--- src/rtl/apu_pkg.sv ---
// apu_pkg: shared APU field widths, note record and sequencer state encoding
package apu_pkg;
    localparam int PERIOD_W = 11;
    localparam int DUTY_W = 2;
    localparam int LEN_W = 8;
    typedef struct packed {
        logic [PERIOD_W-1:0] period;
        logic [DUTY_W-1:0] duty;
        logic [LEN_W-1:0] len;
    } apu_note_t;
    typedef enum logic [1:0] {S_IDLE, S_ISSUE, S_HOLD} seq_state_t;
endpackage

--- src/rtl/apu_tick_counter.sv ---
// apu_tick_counter: frame-tick prescaler plus tick down-counter, done on the last cycle of the hold
module apu_tick_counter
    import apu_pkg::*;
#(
    parameter int TICK_CYCLES = 4096
) (
    input  logic             clk,
    input  logic             rst_n,
    input  logic             start,
    input  logic             clear,
    input  logic [LEN_W-1:0] len,
    output logic             done
);
    localparam int PW = TICK_CYCLES > 1 ? $clog2(TICK_CYCLES) : 1;
    localparam logic [PW-1:0] PRE_MAX = PW'(TICK_CYCLES - 1);
    logic [PW-1:0] pre_q;
    logic [LEN_W-1:0] ticks_q;
    logic wrap;
    assign wrap = pre_q == PRE_MAX;
    assign done = wrap && ticks_q == LEN_W'(1);
    always_ff @(posedge clk) begin
        if (!rst_n || clear) begin
            pre_q <= '0;
            ticks_q <= '0;
        end else if (start) begin
            pre_q <= '0;
            ticks_q <= len;
        end else if (ticks_q != '0) begin
            pre_q <= wrap ? '0 : pre_q + 1'b1;
            ticks_q <= wrap ? ticks_q - 1'b1 : ticks_q;
        end
    end
endmodule

--- src/rtl/apu_note_sequencer.sv ---
// apu_note_sequencer: plays a loaded note table out over independent period/duty valid-ready channels
module apu_note_sequencer
    import apu_pkg::*;
#(
    parameter int DEPTH = 16,
    parameter int TICK_CYCLES = 4096
) (
    input  logic                     clk,
    input  logic                     rst_n,
    input  logic [$clog2(DEPTH)-1:0] load_addr,
    input  logic [PERIOD_W-1:0]      load_period,
    input  logic [DUTY_W-1:0]        load_duty,
    input  logic [LEN_W-1:0]         load_len,
    input  logic                     load_vld,
    output logic                     load_rdy,
    input  logic                     play,
    input  logic                     loop,
    input  logic                     stop,
    output logic                     busy,
    output logic [PERIOD_W-1:0]      period_s,
    output logic                     period_s_vld,
    input  logic                     period_s_rdy,
    output logic [DUTY_W-1:0]        duty_s,
    output logic                     duty_s_vld,
    input  logic                     duty_s_rdy
);
    localparam int AW = $clog2(DEPTH);
    apu_note_t table_q [DEPTH];
    seq_state_t state_q;
    logic [AW-1:0] idx_q, idx_d;
    logic [PERIOD_W-1:0] period_q;
    logic [DUTY_W-1:0] duty_q;
    logic period_vld_q, duty_vld_q, psent_q, dsent_q;
    logic p_done, d_done, arm, tick_start, tick_done;
    apu_note_t cur, arm_note;
    assign cur = table_q[idx_q];
    assign arm_note = table_q[idx_d];
    assign p_done = psent_q | (period_vld_q & period_s_rdy);
    assign d_done = dsent_q | (duty_vld_q & duty_s_rdy);
    assign load_rdy = state_q == S_IDLE;
    assign busy = !load_rdy;
    assign period_s = period_q;
    assign duty_s = duty_q;
    assign period_s_vld = period_vld_q;
    assign duty_s_vld = duty_vld_q;
    // arm: the FSM is about to enter ISSUE at idx_d, so its valids go out on the same edge
    assign arm = (state_q == S_IDLE && play)
              || (state_q == S_ISSUE && cur.len == '0 && loop && idx_q != '0)
              || (state_q == S_HOLD && tick_done);
    assign idx_d = state_q == S_HOLD ? idx_q + 1'b1 : '0;
    assign tick_start = state_q == S_ISSUE && cur.len != '0 && p_done && d_done && !stop;
    always_ff @(posedge clk) begin
        if (load_vld && load_rdy) table_q[load_addr] <= {load_period, load_duty, load_len};
    end
    always_ff @(posedge clk) begin
        if (!rst_n) begin
            state_q <= S_IDLE;
            idx_q <= '0;
            period_q <= '0;
            duty_q <= '0;
            period_vld_q <= 1'b0;
            duty_vld_q <= 1'b0;
            psent_q <= 1'b0;
            dsent_q <= 1'b0;
        end else if (stop) begin
            state_q <= S_IDLE;
            period_vld_q <= 1'b0;
            duty_vld_q <= 1'b0;
            psent_q <= 1'b0;
            dsent_q <= 1'b0;
        end else begin
            case (state_q)
                S_IDLE: state_q <= play ? S_ISSUE : S_IDLE;
                S_ISSUE: begin
                    if (cur.len == '0) begin
                        state_q <= arm ? S_ISSUE : S_IDLE;
                    end else begin
                        period_vld_q <= period_vld_q & ~period_s_rdy;
                        duty_vld_q <= duty_vld_q & ~duty_s_rdy;
                        psent_q <= p_done & ~d_done;
                        dsent_q <= d_done & ~p_done;
                        state_q <= (p_done && d_done) ? S_HOLD : S_ISSUE;
                    end
                end
                S_HOLD: state_q <= tick_done ? S_ISSUE : S_HOLD;
                default: state_q <= S_IDLE;
            endcase
            if (arm) begin
                idx_q <= idx_d;
                if (arm_note.len != '0) begin
                    period_q <= arm_note.period;
                    duty_q <= arm_note.duty;
                    period_vld_q <= 1'b1;
                    duty_vld_q <= 1'b1;
                end
            end
        end
    end
    apu_tick_counter #(.TICK_CYCLES(TICK_CYCLES)) u_tick (
        .clk(clk),
        .rst_n(rst_n),
        .start(tick_start),
        .clear(stop),
        .len(cur.len),
        .done(tick_done)
    );
endmodule

--- config.mk ---
export PLATFORM = sky130hd
export DESIGN_NAME = apu_note_sequencer
export DESIGN_NICKNAME = d
export VERILOG_FILES = /design/src/rtl/apu_pkg.sv /design/src/rtl/apu_tick_counter.sv /design/src/rtl/apu_note_sequencer.sv
export SDC_FILE = /design/constraint.sdc
export NUM_CORES = 1
export LEC_CHECK = 0
export CAP_MARGIN = 10
export CORE_ASPECT_RATIO = 1.4
export CORE_MARGIN = 2
export CORE_UTILIZATION = 30
export DETAILED_ROUTE_END_ITERATION = 16
export GPL_TIMING_DRIVEN = 1
export REMOVE_ABC_BUFFERS = 1
export SETUP_SLACK_MARGIN = 0.4
export SLEW_MARGIN = 10
export SYNTH_ARGS = -nofsm -noshare
export SYNTH_HDL_FRONTEND = slang
export SYNTH_HIERARCHICAL = 1
export SYNTH_SLANG_ARGS = --single-unit
--- constraint.sdc ---
create_clock -name clk -period 3.9 [get_ports clk]
set_input_delay 0.78 -clock clk [delete_from_list [all_inputs] [get_ports clk]]
set_output_delay 0.78 -clock clk [all_outputs]
set_load 0.02 [all_outputs]
==> run metrics, run 1 <==
yosys warns=6; port bufs=slightly below 50; Critical Path Source=u_tick/pre_q[0]; post-route setup slack=about 0.67 ns; reg-to-reg slack, setup=0.67 ns; Post-CTS Setup Bufs=0; CP Max Fanout=13; Startpoint Class=flop; fin crit share=82.87%; core footprint=51010 um^2; TritonCTS Buffers=38; Setup Viol. Count Final=0; Synth area leaders=edfxtp_1 65%, dfxtp_1 6.1%, nand2_1 3.8%; initial antenna violation count=1; Top Ports=50; synth unique cells=between 60 and 70; Skew-Pair Late Insertion Delay=0.54 ns; most frequent CP cell=mux2i_1; die area=approximately 53000 um^2; slowest CP cell=nor4_4; vias in the first global route=about 9.7k; post-synth top area cell=edfxtp_1; Synth Register Bits=approximately 380; Worst path max stage delay=roughly 0.49 ns; RSZ-0062 raised after global routing=false; crit-path cells=ha_1 -> inv_1 -> nor4_4 -> nand2_1 -> nor4bb_1 -> mux2i_1 -> or3_1 -> a22o_1 -> buf_4 -> mux2i_1; CP Depth=10; Die Wd=195.8 um; dpl hpwl=24340 um; Post-Synthesis Cells=approximately 1.1k; DRC errors left=0; Sink Count=roughly 380; Min-Delay Path Class=flop to flop; Worst path top cell family by delay=simple AND/OR/NAND/NOR gates; post-synth top area share=65.32%; Total Nets Final=1162; crit path time final=3.232 ns; row count=98; status=finished, final reports clean; depth of the CTS H-tree=2; Pwr Total=just over 8 mW; RR Startpoint=u_tick/pre_q[0]; P_leak=5.685 nW; Clock Pin Slew Worst Setup and Hold Paths=roughly 0.060 ns; Setup crit end kind=flop; Final Skew=0.02365 ns; Hold Vio Cnt, Final=0; DR vias/cell=~5.2; max-slew violations=0; reg2reg end=period_s[3]; Buf/Inv on CP=2; DR WL/cell=21.74 um; CTS max path bufs=3; vias post-DR=9405; Die Ht=between 200 and 300 um; sequential-to-total area share from yosys stat=71.41%; WL final=39150 um; Slew HR=37.45%; synthesized cell area=between 15000 and 20000 um^2; maximum vdd ir drop=0.2659 mV; Final GP Congestion=0.8540; Main synth FF type=edfxtp_1; Power Density=457.2 nW/um^2; Initial Utilization=30.28%; Iteration-0 DRC Markers=870; synthesized area per cell=about 15 um^2; WP data required=4.29 ns; hold path start=period_s[6]; Worst-Margin Slew=0.9362 ns; TritonRoute pass-1 iters=5; CTS tree=yes; Worst EP arrival=3.62 ns; first-pass GRT wire length=59410 um; WS Path Type=flop to flop; EDFF count, synth=336; Area growth syn-to-layout=17.13%; Global Route Usage Sum=14.68%; total gr overflow=0; Detail Route Antenna Nets=0; pre-CTS setup slack=0.3422 ns; Hold Buf Count CTS=0; fmax=a little over 0.3 GHz; clock root buffer=clkbuf_16; max_cap viols=0; CP Capture Point=period_s[3]; largest net degree at the start of global routing=between 50 and 60; depth of the most critical reg-to-reg path=10; layout cells sized above 1=13.22%; asr flop ratio synth=0%
[cell type report]
class | count | area, um^2
Fill cell | 4868 | 32920
Sequential cell | 383 | 11040
Multi-Input combinational cell | 598 | 4169
Clock buffer | 51 | 1031
Timing Repair Buffer | 89 | 835.8
Tap cell | 650 | 813.3
Clock inverter | 16 | 155.1
Inverter | 13 | 48.80
Antenna cell | 1 | 2.502
[state kept, by name (all words and copies together) (netlist names), 2 cells and up, named ones only]
signal	flops
table_q	336
u_tick/ticks_q	8
idx_q	4
duty_s	2
u_tick/pre_q	12
state_q	2
period_s	11
[synthesized netlist by cell type, types with 3 or more instances]
master,instances
a21oi_1,29
a22oi_1,6
a31oi_1,13
inv_1,12
edfxtp_1,336
nand2_1,158
o211ai_1,7
nor2_1,45
xor2_1,12
nor2b_1,8
o21ai_0,12
mux4_1,4
xnor2_1,7
mux2i_1,25
mux4_2,24
dfxtp_1,47
buf_6,3
nand3_1,33
nor4_1,30
ha_1,6
and2_1,3
a221oi_1,4
nand4_1,10
nand2b_1,9
clkbuf_1,46
o22ai_1,53
nor3_1,9
a311oi_1,39
buf_1,4
o311ai_0,13
[worst min-delay path by stage]
stage | endpoint | slack (ns) | depth (start not counted)
after global routing | period_s[6] | 0.49 | 2
after detailed placement | period_s[0] | 0.45 | 2
after floorplan | u_tick/pre_q[10] | 0.48 | 2
after global placement | period_s[5] | 0.45 | 2
final | period_s[6] | 0.46 | 2
after CTS | period_s[0] | 0.47 | 2
[tightest hold or removal path, stage by stage (launching register included)]
cell	delay, ns
dfxtp_1	0.31
nand2_1	0.05
mux2i_1	0.06
[where the power goes]
group	internal (mW)	switching, mW
Combinational	0.0721	0.148
Sequential	4.51	0.0198
Clock	2.05	1.47
[what timing repair did]
item                                    4_1_cts  5_1_grt
resized for setup                             2        3
endpoints found under the hold margin         0        0
endpoints found under the setup margin        7       14
[metrics by stage]
stage          instances  hold slack (ns)  setup TNS [ns]  utilization [%]  cell area (um^2)
2_1_floorplan        994           0.4792          -1.652                -             15190
3_3_place_gp        1733           0.4490               0            33.12             16890
3_5_place_dp        1733           0.4545               0            33.12             16890
4_1_cts             1800           0.4653               0            35.45             18080
5_1_grt             1800           0.4872               0            35.46             18090
6_report            1801           0.4629               0            35.47             18090
[layout by cell type, fill, tap and decap left out, types with 5 or more instances in the layout]
master           count
inv_1               11
o22ai_1             53
nor2_2              12
clkinv_1             5
nor2b_1              8
a31oi_1             13
nand2_1            158
buf_4               36
nand4_1             10
dfxtp_1             44
nor4_1              30
a311oi_1            39
o21ai_0             12
ha_1                 6
nor3_1               5
a22oi_1              6
clkbuf_1            11
edfxtp_1           336
clkinv_2             6
nor2_1              33
xor2_1              12
xnor2_1              7
clkbuf_16           39
nand2b_1             9
nand3_1             32
a21oi_1             29
mux4_2              24
o211ai_1             7
mux2i_1             25
clkdlybuf4s50_1     48
o311ai_0            13
[layer usage]
layer	wire (um)	GRT usage (%)	vias to the layer above
met5	0	0	-
met4	1267	5.423	0
met3	2122	2.637	69
met2	19890	25.86	294
met1	15860	17.99	4732
li1	-	-	4310
[logic make-up after synthesis]
| group | share of synthesized area (%) |
|---|---|
| adders and majority gates | 0.4860 |
| DFF | 71.41 |
| buffers and inverters | 1.993 |
| AOI/OAI and AO/OA | 8.943 |
| xor gates and xnor gates | 1.077 |
| muxes | 5.800 |
| and+or+nand+nor | 10.29 |
Note: power is estimated with default switching activity, not from simulation.
==> run 2: changes to the inputs <==
==> constraint.sdc (replaced) <==
create_clock -name clk -period 2.77 [get_ports clk]
set_input_delay 0.554 -clock clk [delete_from_list [all_inputs] [get_ports clk]]
set_output_delay 0.554 -clock clk [all_outputs]
set_load 0.02 [all_outputs]
==> run metrics, run 2 (synthesis gave the netlist of run 1 again) <==
layout cells sized above 1=24.17% (+11 points); status=finished, final reports clean; Power Density=596.5 nW/um^2 (+30%); Die Ht=272.5 um (unchanged); max-slew violations=0 (unchanged); Detail Route Antenna Nets=0 (unchanged); Final GP Congestion=0.8323 (-2.5%); port bufs=49 (unchanged); Setup crit end kind=flop; CTS tree=yes; WL final=41270 um (+5.4%); Hold Vio Cnt, Final=0 (unchanged); TritonRoute pass-1 iters=5 (unchanged); placed cell area=17470 um^2 (+3.4%); Area growth syn-to-layout=25.01%; Hold Path End=period_s[1]; depth of the CTS H-tree=2 (unchanged); RSZ-0062 raised after global routing=true; vias post-DR=9984 (+6.2%); Top Ports=50 (unchanged); initial antenna violation count=1 (unchanged); max_cap viols=0 (unchanged); Clock Pin Slew Worst Setup and Hold Paths=0.06 ns (about the same); Setup Viol. Count Final=0 (unchanged); DR WL/cell=21.95 um (+1.0%); Pwr Total=11.52 mW (+39%); Worst-Margin Slew=0.6927 ns (-0.2435 ns); TritonCTS Buffers=38 (unchanged); DRC errors left=0 (unchanged); vias in the first global route=10.07k (+3.8%); crit path time final=2.767 ns (-0.4647 ns); reg2reg end=u_tick/ticks_q[1]; row count=98 (unchanged); die area=53340 um^2 (unchanged); CP Max Fanout=8 (-5); Initial Utilization=30.28% (unchanged); Iteration-0 DRC Markers=923 (+6.1%); max reg flops=336 (unchanged); depth of the most critical reg-to-reg path=11 (+1); Total Nets Final=1242 (+6.9%); Slew HR=53.39% (+16 points); DR vias/cell=5.311 (+1.7%); reg-to-reg slack, setup=0.003 ns (-0.67 ns); Hold Buf Count CTS=0 (unchanged); hold path start=period_s[1]; Final Skew=0.02110 ns (-0.002552 ns); setup_tns=0 ns (unchanged); hold path depth=2 (unchanged); first-pass GRT wire length=61100 um (+2.8%); clock root buffer=clkbuf_16; Design Area, Final=19310 um^2 (+6.7%); Global Route Usage Sum=15.12% (+0.43 points); Biggest register=table_q; core footprint=51010 um^2 (unchanged); largest net degree at the start of global routing=55 (+1.9%); WS Path Type=flop to flop; WP data required=3.24 ns (-1.05 ns); fin crit share=99.90% (+17 points); Worst EP arrival=3.24 ns (-0.38 ns); commonest non-fill, non-tap cell in the layout=edfxtp_1; Startpoint Class=flop; commonest cells after routing, fill and taps aside=336 x edfxtp_1, 156 x nand2_1, 73 x buf_4; Sink Count=383 (unchanged); Skew-Pair Late Insertion Delay=0.53 ns (about the same); maximum vdd ir drop=0.3448 mV (+30%); CTS max path bufs=3 (unchanged); Die Wd=195.8 um (unchanged); Min-Delay Path Class=flop to flop; total gr overflow=0 (unchanged); fmax=0.3614 GHz (+17%); dpl hpwl=25080 um (+3.0%); P_leak=6.236 nW (+9.7%)
-- run 2: layer usage --
| layer | vias up | global-route usage [%] | share of wire, % |
|---|---|---|---|
| li1 | 4463 | - | - |
| met1 | 5063 | 18.37 | 40 |
| met2 | 359 | 26.71 | 51 |
| met3 | 99 | 2.018 | 5.3 |
| met4 | 0 | 6.918 | 4.2 |
| met5 | - | 0 | 0 |
-- run 2: worst max path at each step --
stage / start / end / slack (ns) / cells after the start
after floorplan: flop / u_tick/pre_q[11] / -1.28 / 10
after CTS: flop / u_tick/ticks_q[1] / -0.004 / 11
after global routing: flop / u_tick/ticks_q[1] / -0.1 / 12
final: flop / u_tick/ticks_q[1] / 0.003 / 11
after detailed placement: flop / u_tick/ticks_q[7] / -0.25 / 11
after global placement: flop / u_tick/pre_q[2] / -0.11 / 12
-- run 2: worst max-delay path, cell delays in order (launching register included) --
cell and delay, ns:
dfxtp_4 0.41, buf_12 0.15, mux4_2 0.51, mux4_2 0.49
nor2_1 0.11, buf_4 0.14, a311o_1 0.18, nand2b_4 0.15
nor2_4 0.05, buf_6 0.13, a311o_1 0.27, a21boi_2 0.13
-- run 2: cell type report --
cell class	instances	area, um^2
Fill cell	4727	31700
Sequential cell	383	11050
Multi-Input combinational cell	598	4458
Timing Repair Buffer	169	1794
Clock buffer	44	1005
Tap cell	650	813.3
Clock inverter	22	131.4
Inverter	13	53.80
Antenna cell	1	2.502
-- run 2: what timing repair did --
action	in CTS	in global routing
cloned	1	1
resized for setup	75	56
pin swaps	33	23
buffers inserted	21	7
setup endpoints to repair	49	47
-- run 2: metrics by stage --
stage	instances	hold slack, ns	worst slack (ns)	util [%]
detailed placement	1783	0.4522	-0.2532	34.25
finish	1880	0.4551	0.002832	37.86
floorplan	994	0.4792	-1.283	-
CTS	1871	0.4622	-0.004246	37.23
global placement	1783	0.4466	-0.1084	34.25
global route	1879	0.4813	-0.09515	37.85
-- run 2: report_power, final --
| part | total [mW] | internal (mW) | switching (mW) |
|---|---|---|---|
| clock | 4.79 | 2.68 | 2.10 |
| sequential | 6.37 | 6.34 | 0.0255 |
| combinational | 0.362 | 0.132 | 0.229 |
